File: src/rtl/bias_pkg.sv
// bias_pkg: shared bias-path widths, depths and layer encoding.
package bias_pkg;
    localparam int BIAS_W          = 40;
    localparam int BIAS_MEM_DEPTH  = 49;
    localparam int LAYER_W         = 3;
    typedef enum logic [LAYER_W-1:0] {
        LAYER_IDLE = 3'd0,
        LAYER_1    = 3'd1,
        LAYER_2    = 3'd2,
        LAYER_3    = 3'd3,
        LAYER_4    = 3'd4,
        LAYER_5    = 3'd5,
        LAYER_6    = 3'd6,
        LAYER_DONE = 3'd7
    } layer_signal_t;
    localparam int BIAS_FIFO_DEPTH = 16;
    // BRAM read latency; the FIFO keeps this many slots free when it raises full
    localparam int BIAS_RD_LAT     = 2;
endpackage

File: src/rtl/bias_fifo_if.sv
// bias_fifo_if: write/read/status bundle between bias BRAM controller, FIFO and core.
interface bias_fifo_if import bias_pkg::*; #(
    parameter int DATA_W = BIAS_W,
    parameter int DEPTH  = BIAS_FIFO_DEPTH
) ();
    localparam int ADDR_W = $clog2(DEPTH);
    logic              flush, wef, rd_en, full, dout_vld, empty, ovf, udf;
    logic [DATA_W-1:0] din, dout;
    logic [ADDR_W:0]   count;
    modport master (output flush, wef, din, rd_en, input full, dout, dout_vld, empty, count, ovf, udf);
    modport slave  (input flush, wef, din, rd_en, output full, dout, dout_vld, empty, count, ovf, udf);
endinterface

File: src/rtl/bias_fifo_mem.sv
// bias_fifo_mem: unreset register array, one write port and one asynchronous read port.
module bias_fifo_mem import bias_pkg::*; #(
    parameter int   DATA_W = BIAS_W,
    parameter int   DEPTH  = BIAS_FIFO_DEPTH,
    localparam int  ADDR_W = $clog2(DEPTH)
) (
    input  logic              clk,
    input  logic              i_we,
    input  logic [ADDR_W-1:0] i_waddr,
    input  logic [DATA_W-1:0] i_wdata,
    input  logic [ADDR_W-1:0] i_raddr,
    output logic [DATA_W-1:0] o_rdata
);
    logic [DATA_W-1:0] r_mem [DEPTH];
    always_ff @(posedge clk)
        if (i_we) r_mem[i_waddr] <= i_wdata;
    assign o_rdata = r_mem[i_raddr];
endmodule

File: src/rtl/bias_fifo.sv
// bias_fifo: bias-word FIFO with early full and sticky ovf/udf flags.
// BIAS_FIFO_FWFT_EN selects first-word fall-through output instead of a registered pop.
module bias_fifo import bias_pkg::*; #(
    parameter int  DATA_W    = BIAS_W,
    parameter int  DEPTH     = BIAS_FIFO_DEPTH,
    parameter int  AF_MARGIN = BIAS_RD_LAT,
    localparam int ADDR_W    = $clog2(DEPTH)
) (
    input logic       clk,
    input logic       rst,
    bias_fifo_if.slave bus
);
    localparam logic [ADDR_W:0] CNT_MAX = (ADDR_W+1)'(DEPTH);
    localparam logic [ADDR_W:0] CNT_AF  = (ADDR_W+1)'(DEPTH - AF_MARGIN);
    logic [ADDR_W:0]   r_wptr, r_rptr, r_count, w_cnt_nxt;
    logic              r_full, r_empty, r_ovf, r_udf, w_rd_acc, w_wr_acc;
    logic [DATA_W-1:0] w_rd_data;
    assign w_rd_acc  = bus.rd_en && !r_empty;
    // a pop in the same cycle frees the slot, so a full FIFO still takes the write
    assign w_wr_acc  = bus.wef && (r_count != CNT_MAX || w_rd_acc);
    assign w_cnt_nxt = r_count + (ADDR_W+1)'(w_wr_acc) - (ADDR_W+1)'(w_rd_acc);
    bias_fifo_mem #(.DATA_W(DATA_W), .DEPTH(DEPTH)) u_mem (
        .clk     (clk),
        .i_we    (w_wr_acc && !bus.flush),
        .i_waddr (r_wptr[ADDR_W-1:0]),
        .i_wdata (bus.din),
        .i_raddr (r_rptr[ADDR_W-1:0]),
        .o_rdata (w_rd_data)
    );
    always_ff @(posedge clk) begin
        if (rst || bus.flush) begin
            r_wptr  <= '0;
            r_rptr  <= '0;
            r_count <= '0;
            r_full  <= 1'b0;
            r_empty <= 1'b1;
            r_ovf   <= 1'b0;
            r_udf   <= 1'b0;
        end else begin
            if (w_wr_acc) r_wptr <= r_wptr + 1'b1;
            if (w_rd_acc) r_rptr <= r_rptr + 1'b1;
            r_count <= w_cnt_nxt;
            r_full  <= w_cnt_nxt >= CNT_AF;
            r_empty <= w_cnt_nxt == '0;
            if (bus.wef && !w_wr_acc) r_ovf <= 1'b1;
            if (bus.rd_en && r_empty) r_udf <= 1'b1;
        end
    end
    assign bus.count = r_count;
    assign bus.full  = r_full;
    assign bus.empty = r_empty;
    assign bus.ovf   = r_ovf;
    assign bus.udf   = r_udf;
`ifdef BIAS_FIFO_FWFT_EN
    assign bus.dout     = r_empty ? '0 : w_rd_data;
    assign bus.dout_vld = !r_empty;
`else
    logic [DATA_W-1:0] r_dout;
    logic              r_dout_vld;
    always_ff @(posedge clk) begin
        if (rst) begin
            r_dout     <= '0;
            r_dout_vld <= 1'b0;
        end else begin
            r_dout_vld <= w_rd_acc && !bus.flush;
            if (w_rd_acc && !bus.flush) r_dout <= w_rd_data;
        end
    end
    assign bus.dout     = r_dout;
    assign bus.dout_vld = r_dout_vld;
`endif
endmodule

File: src/flat_wrapper.sv
// flat-port wrapper written by rule: the top's interface ports become plain ports
module bias_fifo_flat import bias_pkg::*;
#(
    parameter int  DATA_W    = BIAS_W,
    parameter int  DEPTH     = BIAS_FIFO_DEPTH,
    parameter int  AF_MARGIN = BIAS_RD_LAT,
    localparam int ADDR_W    = $clog2(DEPTH)
)
  (clk, rst, bus_flush, bus_wef, bus_din, bus_rd_en, bus_full, bus_dout, bus_dout_vld, bus_empty, bus_count, bus_ovf, bus_udf);
  bias_fifo_if #(.DATA_W(DATA_W), .DEPTH(DEPTH)) bus_i ();
  input logic clk;
  input logic rst;
  input wire logic [$bits(bus_i.flush)-1:0] bus_flush;
  input wire logic [$bits(bus_i.wef)-1:0] bus_wef;
  input wire logic [$bits(bus_i.din)-1:0] bus_din;
  input wire logic [$bits(bus_i.rd_en)-1:0] bus_rd_en;
  output wire logic [$bits(bus_i.full)-1:0] bus_full;
  output wire logic [$bits(bus_i.dout)-1:0] bus_dout;
  output wire logic [$bits(bus_i.dout_vld)-1:0] bus_dout_vld;
  output wire logic [$bits(bus_i.empty)-1:0] bus_empty;
  output wire logic [$bits(bus_i.count)-1:0] bus_count;
  output wire logic [$bits(bus_i.ovf)-1:0] bus_ovf;
  output wire logic [$bits(bus_i.udf)-1:0] bus_udf;
  assign bus_i.flush = bus_flush;
  assign bus_i.wef = bus_wef;
  assign bus_i.din = bus_din;
  assign bus_i.rd_en = bus_rd_en;
  assign bus_full = bus_i.full;
  assign bus_dout = bus_i.dout;
  assign bus_dout_vld = bus_i.dout_vld;
  assign bus_empty = bus_i.empty;
  assign bus_count = bus_i.count;
  assign bus_ovf = bus_i.ovf;
  assign bus_udf = bus_i.udf;
  bias_fifo #(.DATA_W(DATA_W), .DEPTH(DEPTH), .AF_MARGIN(AF_MARGIN)) u_core (.clk(clk), .rst(rst), .bus(bus_i));
endmodule
File: config.mk
export PLATFORM = sky130hd
export DESIGN_NAME = bias_fifo_flat
export DESIGN_NICKNAME = d
export VERILOG_FILES = /design/src/rtl/bias_pkg.sv /design/src/rtl/bias_fifo_if.sv /design/src/rtl/bias_fifo_mem.sv /design/src/rtl/bias_fifo.sv /design/src/flat_wrapper.sv
export SDC_FILE = /design/constraint.sdc
export NUM_CORES = 1
export LEC_CHECK = 0
export BUFFER_PORTS_ARGS = -buffer_cell sky130_fd_sc_hd__buf_2
export CAP_MARGIN = 20
export CELL_PAD_IN_SITES_DETAIL_PLACEMENT = 0
export CELL_PAD_IN_SITES_GLOBAL_PLACEMENT = 1
export CORE_ASPECT_RATIO = 0.6
export CORE_MARGIN = 3
export CORE_UTILIZATION = 50
export DETAILED_ROUTE_END_ITERATION = 10
export PLACE_DENSITY_LB_ADDON = 0.05
export SETUP_SLACK_MARGIN = 0.4
export SLEW_MARGIN = 30
export SYNTH_ARGS = -nofsm -noshare
export SYNTH_HDL_FRONTEND = slang
export SYNTH_HIERARCHICAL = 1
export SYNTH_SLANG_ARGS = --single-unit
File: constraint.sdc
create_clock -name clk -period 8.58 [get_ports clk]
set_clock_uncertainty 0.15 [all_clocks]
set_input_delay 0.858 -clock clk [delete_from_list [all_inputs] [get_ports clk]]
set_output_delay 0.858 -clock clk [all_outputs]
set_load 0.02 [all_outputs]
# After elaboration in Yosys (flattened, before gate mapping)
# Memories as Yosys holds them, arrays and structs flattened. A register that Yosys moved wholly into a read port is not among the register bits.
# Index checks and enable logic that the tools add are counted.
totals:
  register_bits: 20
  ram_bits: 640
  input_bits: 45
  output_inout_bits: 50
  elab_cells: 29
  mem_count: 1
mem_list:
  columns: ["name", "words", "word_bits", "rd", "rd_ports_with_merged_regs", "wr", "line_no", "source"]
  rows:
  - ["u_core.u_mem.r_mem", 16, 40, 1, 1, 1, "bias_fifo_mem.sv:14", "logic [DATA_W-1:0] r_mem [DEPTH];"]
classes:
  n_addsub: 4
  n_lt_le_gt_ge: 1
  eq_ne: 1
  mux: 2
  reduce_logical: 12
ops:
  columns: ["cell", "count"]
  rows:
  - ["5-bit by 1-bit adder with 5-bit output (second input constant)", 2]
  - ["1-bit logical AND", 6]
  - ["5-bit by 1-bit adder with 5-bit output", 1]
  - ["5-bit by 4-bit >= comparator with 1-bit output (second input constant)", 1]
  - ["5-bit zero test", 1]
  - ["5-bit inequality test (second input constant)", 1]
  - ["5-bit by 1-bit subtractor with 5-bit output", 1]
  - ["1-bit zero test", 3]
  - ["1-bit logical OR", 2]
  - ["1-bit two-way mux", 2]

# Depth between registers and ports, before layout
logic_depth:
  ltp_word: 7
  mapped_depth: 12
  ltp_nobuf: 12

# Cells and area by module
# Netlist, hierarchy kept.
by_module_without_submodules:
  columns: ["module", "n_inst", "cells_each", "area_per_inst_um2", "seq_area_each_um2"]
  rows:
  - ["bias_fifo_mem", 1, 1000, 24330.8, 19218.4]
  - ["bias_fifo", 1, 261, 2189.6, 1161.1]

# Least setup slack after synthesis
# OpenSTA, ideal clock, no wires.
synth_timing:
  path_type: "input-to-reg"
  startpoint: "input bus_rd_en"
  endpoint: "memory u_core/u_mem/r_mem[0][0] in the netlist's numbering, enable pin"
  setup_time_ps: 487
  arrival_ps: 4550
  t_required_ps: 7943
  slack_ps: 3393
  path_stages: 6
  n_path_buf: 0
  cell_sequence: "nand2b_4 clkinv_2 o21ai_2 nor2_1 or3b_2 nor3_1"
synth_via:
  elab_chain_cells: 6
synth_rtl:
  columns: ["element", "line_no", "source"]
  rows:
  - ["from (decl)", "flat_wrapper.sv:16", "input wire logic [$bits(bus_i.rd_en)-1:0] bus_rd_en;"]
  - ["1-bit logical AND", "bias_fifo.sv:18", "assign w_rd_acc = bus.rd_en && !r_empty;"]
  - ["1-bit logical OR", "bias_fifo.sv:20", "assign w_wr_acc = bus.wef && (r_count != CNT_MAX || w_rd_acc);"]
  - ["1-bit logical AND", "bias_fifo.sv:20", null]
  - ["1-bit logical AND", "bias_fifo.sv:24", ".i_we (w_wr_acc && !bus.flush),"]
  - ["1-bit two-way mux", "bias_fifo_mem.sv:16", "if (i_we) r_mem[i_waddr] <= i_wdata;"]
  - ["1-bit two-way mux (implied by the code)", "bias_fifo_mem.sv:16", null]
  - ["to (decl)", "bias_fifo_mem.sv:14", null]
# No other way between the ends.

# Worst setup path in the final report
layout_timing:
  startpoint: "register u_core.r_count[2], in the netlist u_core/bus.count[2]"
  endpoint: "memory u_core/u_mem/r_mem[10][10] in the netlist's numbering, enable pin"
layout_via:
  elab_chain_cells: 6
layout_rtl:
  columns: ["element", "line_no", "source"]
  rows:
  - ["from (decl)", "bias_fifo.sv:15", "logic [ADDR_W:0] r_wptr, r_rptr, r_count, w_cnt_nxt;"]
  - ["from (signal assigned)", "bias_fifo.sv:42", "r_count <= w_cnt_nxt;"]
  - ["5-bit inequality test", "bias_fifo.sv:20", null]
  - ["1-bit logical OR", "bias_fifo.sv:20", null]
  - ["1-bit logical AND", "bias_fifo.sv:20", null]
  - ["1-bit logical AND", "bias_fifo.sv:24", null]
  - ["1-bit two-way mux", "bias_fifo_mem.sv:16", null]
  - ["1-bit two-way mux (implied by the code)", "bias_fifo_mem.sv:16", null]
# No other way between the ends.

==> impl_metrics.ini <==
[place]
gp_congestion = 0.7239
dp_hpwl_um = 32200
io_buffers = 94

[clocking]
cts_resized = 0
hold_buffers = 0
post_cts_buffers = 0
cts_tree = built
cts.sinks = 698
worstSkewPairLatency_ns = 0.59
clkTransAtPathRegs_ns = 0.06
cts_buffer_depth = 3
cts_made_buffers = 66
cts_max_level = 3
root_buffer = clkbuf_16

[synth]
ys.flop_type = edfxtp_1
yosysTopAreaCell = edfxtp_1
postSynth.asyncResetShare_pct = 0
synthCells = 1261
synthDominantCellAreaShare_pct = 72.47
yosysWarningCount = 6
synth_area_per_cell_um2 = 21.03
ys_seq_elements = 698
yosysSeqAreaShare_pct = 76.84
syn_area_mm2 = 0.02652
ys_types = 39
synth_area_leaders = edfxtp_1, mux4_2, mux4_1
synth_edf_count = 640
syn_nets = 1315

[die]
dieArea_mm2 = 0.05593
row_count = 64
die_h_um = 184.4
ios = 95
die_w_um = 303.3
core_mm2 = 0.05165
start_util_pct = 51.35

[power_and_ir_drop]
p_sw_mw = 1.383
p_seq_share_pct = 55.4
total_power_mw = 6.780
ir_drop_uv = 171.9
p_clk_share_pct = 40.9
p_leak_nw = 9.484
comb_power_share_pct = 3.7
internal_power_mw = 5.398
powerDensity_mw_per_mm2 = 226.7
switching_share_pct = 20.39

[timing]
slew_headroom_pct = 37.00
setup-violations-final = 0
rsz0062_at_grt = no
fin_crit_sh_pct = 39.81
hold_viol_final = 0
layout_min_cycle_time_ns = 3.416
tightest_slew_ns = 0.9428
tns_ns = 0
max_freq_ghz = 0.2928
finalMaxSlewViolations = 0

[global_routing]
grt_max_degree = 89
grt_first_pass_wirelength_um = 84540
grt_pass1_vias = 12710
overflow = 0
grt_util_all_layers_pct = 20.82
grt_antenna_before_repair = 0

[worst_hold_path]
min_path_type = register to register
min-delay-start = u_core/bus.dout[0]
hold_path_depth = 2
min_to = u_core/bus.dout[0]

[final_layout]
multi_input_area_mm2 = 0.005793
drive_gt1_share_pct = 23.77
ff_latch_area_mm2 = 0.02039
area_growth_syn_to_layout_pct = 12.77
diodes = 0
layout_common_cells = edfxtp_1, nand2_1, mux4_2
fillers = 3845
final_common_cell = edfxtp_1
nets = 1442

[routing]
viasPerCell = 5.959
detail-route-antenna-nets = 0
wl_per_cell_um = 26.64
drtPass1Iterations = 5
num_vias = 12710
routed_wl_um = 56800
initialDrtViolationCount = 1044
drcViolationCount = 0

[job]
max-cap-violations = 0

[worst_setup_path]
start_kind = register
ff2ff_path_depth = 8
r2r_start = u_core/bus.count[2]
arrival_ns = 3.48
crit_path_max_fanout = 21
cp.required_ns = 8.65
reg2reg_slack_ns = 5.16
crit_path_end_kind = register
r2r_end = u_core/u_mem/r_mem[10][10]
path_class = register to register

[status]
run_status = finished clean
## cell type report
type                    count  share of cell area [%]
clock buffers              92                   6.125
clock inverters            27                  0.7572
inverters                   7                 0.09204
multi-input cells         488                   19.37
flip-flops and latches    698                   68.17
well taps                 693                   2.899
repair buffers            127                   2.590
## layer usage
| layer | routed length, µm | global-route usage (%) | share of wire, % | vias to the layer above |
|---|---|---|---|---|
| li1 | - | - | - | 5474 |
| met1 | 28800 | 34.51 | 51 | 6836 |
| met2 | 24340 | 29.07 | 43 | 334 |
| met5 | 0 | 0 | 0 | - |
| met4 | 732 | 4.525 | 1.3 | 0 |
| met3 | 2926 | 3.567 | 5.2 | 61 |
## Yosys cell counts, types with 2 or more instances
| cell type | count |
|---|---|
| o211ai_1 | 2 |
| and2_1 | 2 |
| nor2b_1 | 2 |
| buf_12 | 11 |
| buf_1 | 5 |
| xnor2_1 | 5 |
| dfxtp_1 | 58 |
| nor3_1 | 4 |
| nand2_1 | 126 |
| edfxtp_1 | 640 |
| nand3_1 | 2 |
| mux4_1 | 60 |
| nand2b_1 | 3 |
| mux4_2 | 100 |
| a21oi_1 | 45 |
| buf_2 | 17 |
| inv_1 | 6 |
| xor2_1 | 4 |
| ha_1 | 8 |
| nand3b_1 | 2 |
| clkbuf_1 | 33 |
| nor2_1 | 30 |
| a22oi_1 | 80 |
## worst max-delay path, stage by stage (launching register included)
cell	delay, ns
dfxtp_1	0.36
inv_1	0.08
ha_1	0.19
nand4bb_1	0.15
o21ai_2	0.14
nor2_1	0.27
nand3b_1	0.33
nor2_4	0.81
buf_4	0.54
## cells by family (layout without fill, tap and decap cells)
kind of cell	count (synthesis)	in the layout	synth area share [%]
simple gates	177	177	2.746
buf+inv	75	253	1.854
mux	161	161	14.47
compound gates	132	132	3.331
xor+xnor	9	9	0.2972
fa+ha+maj	9	9	0.4529
flops	698	698	76.84
## power by group through the flow
stage | registers [mW] | clock network [mW] | logic (mW)
2_1_floorplan | 3.84 | 0 | 0.142
3_3_place_gp | 3.83 | 0 | 0.251
3_5_place_dp | 3.83 | 0 | 0.254
4_1_cts | 3.76 | 2.85 | 0.254
5_1_grt | 3.76 | 3.00 | 0.275
6_report | 3.76 | 2.78 | 0.249
## worst max-delay path by stage
| stage | start | endpoint | slack, ns | cells after the start |
|---|---|---|---|---|
| 3_5_place_dp | bus_rd_en | u_core/u_mem/r_mem[10][18] | 4.78 | 8 |
| 4_1_cts | u_core/bus.count[2] | u_core/u_mem/r_mem[9][17] | 5.17 | 8 |
| 2_1_floorplan | bus_rd_en | u_core/u_mem/r_mem[0][0] | 3.39 | 6 |
| 6_report | u_core/bus.count[2] | u_core/u_mem/r_mem[10][10] | 5.16 | 8 |
| 3_3_place_gp | bus_rd_en | u_core/u_mem/r_mem[14][1] | 4.72 | 8 |
| 5_1_grt | u_core/bus.count[2] | u_core/u_mem/r_mem[10][10] | 4.98 | 8 |
## sequential cells by signal, indices dropped and copies added (netlist names)
signal / flops
u_core/u_mem/r_mem: 640
u_core/bus.dout: 40
u_core/bus.count: 5
u_core/r_rptr: 4
u_core/r_wptr: 4
u_core/bus.dout_vld: 1
u_core/bus.empty: 1
u_core/bus.full: 1
u_core/bus.ovf: 1
u_core/bus.udf: 1
## per-stage QoR
stage          hold WS, ns  std cells  utilization (%)  instance area [µm²]  setup slack [ns]
2_1_floorplan       0.3133       1261                -                26520             3.393
3_3_place_gp        0.2891       2011            53.81                27790             4.719
3_5_place_dp        0.2942       2013            53.91                27850             4.781
4_1_cts             0.3030       2132            57.90                29900             5.168
5_1_grt             0.3227       2132            57.90                29910             4.976
6_report            0.3022       2132            57.90                29910             5.164
No activity file was read; power rests on OpenSTA's default activity.
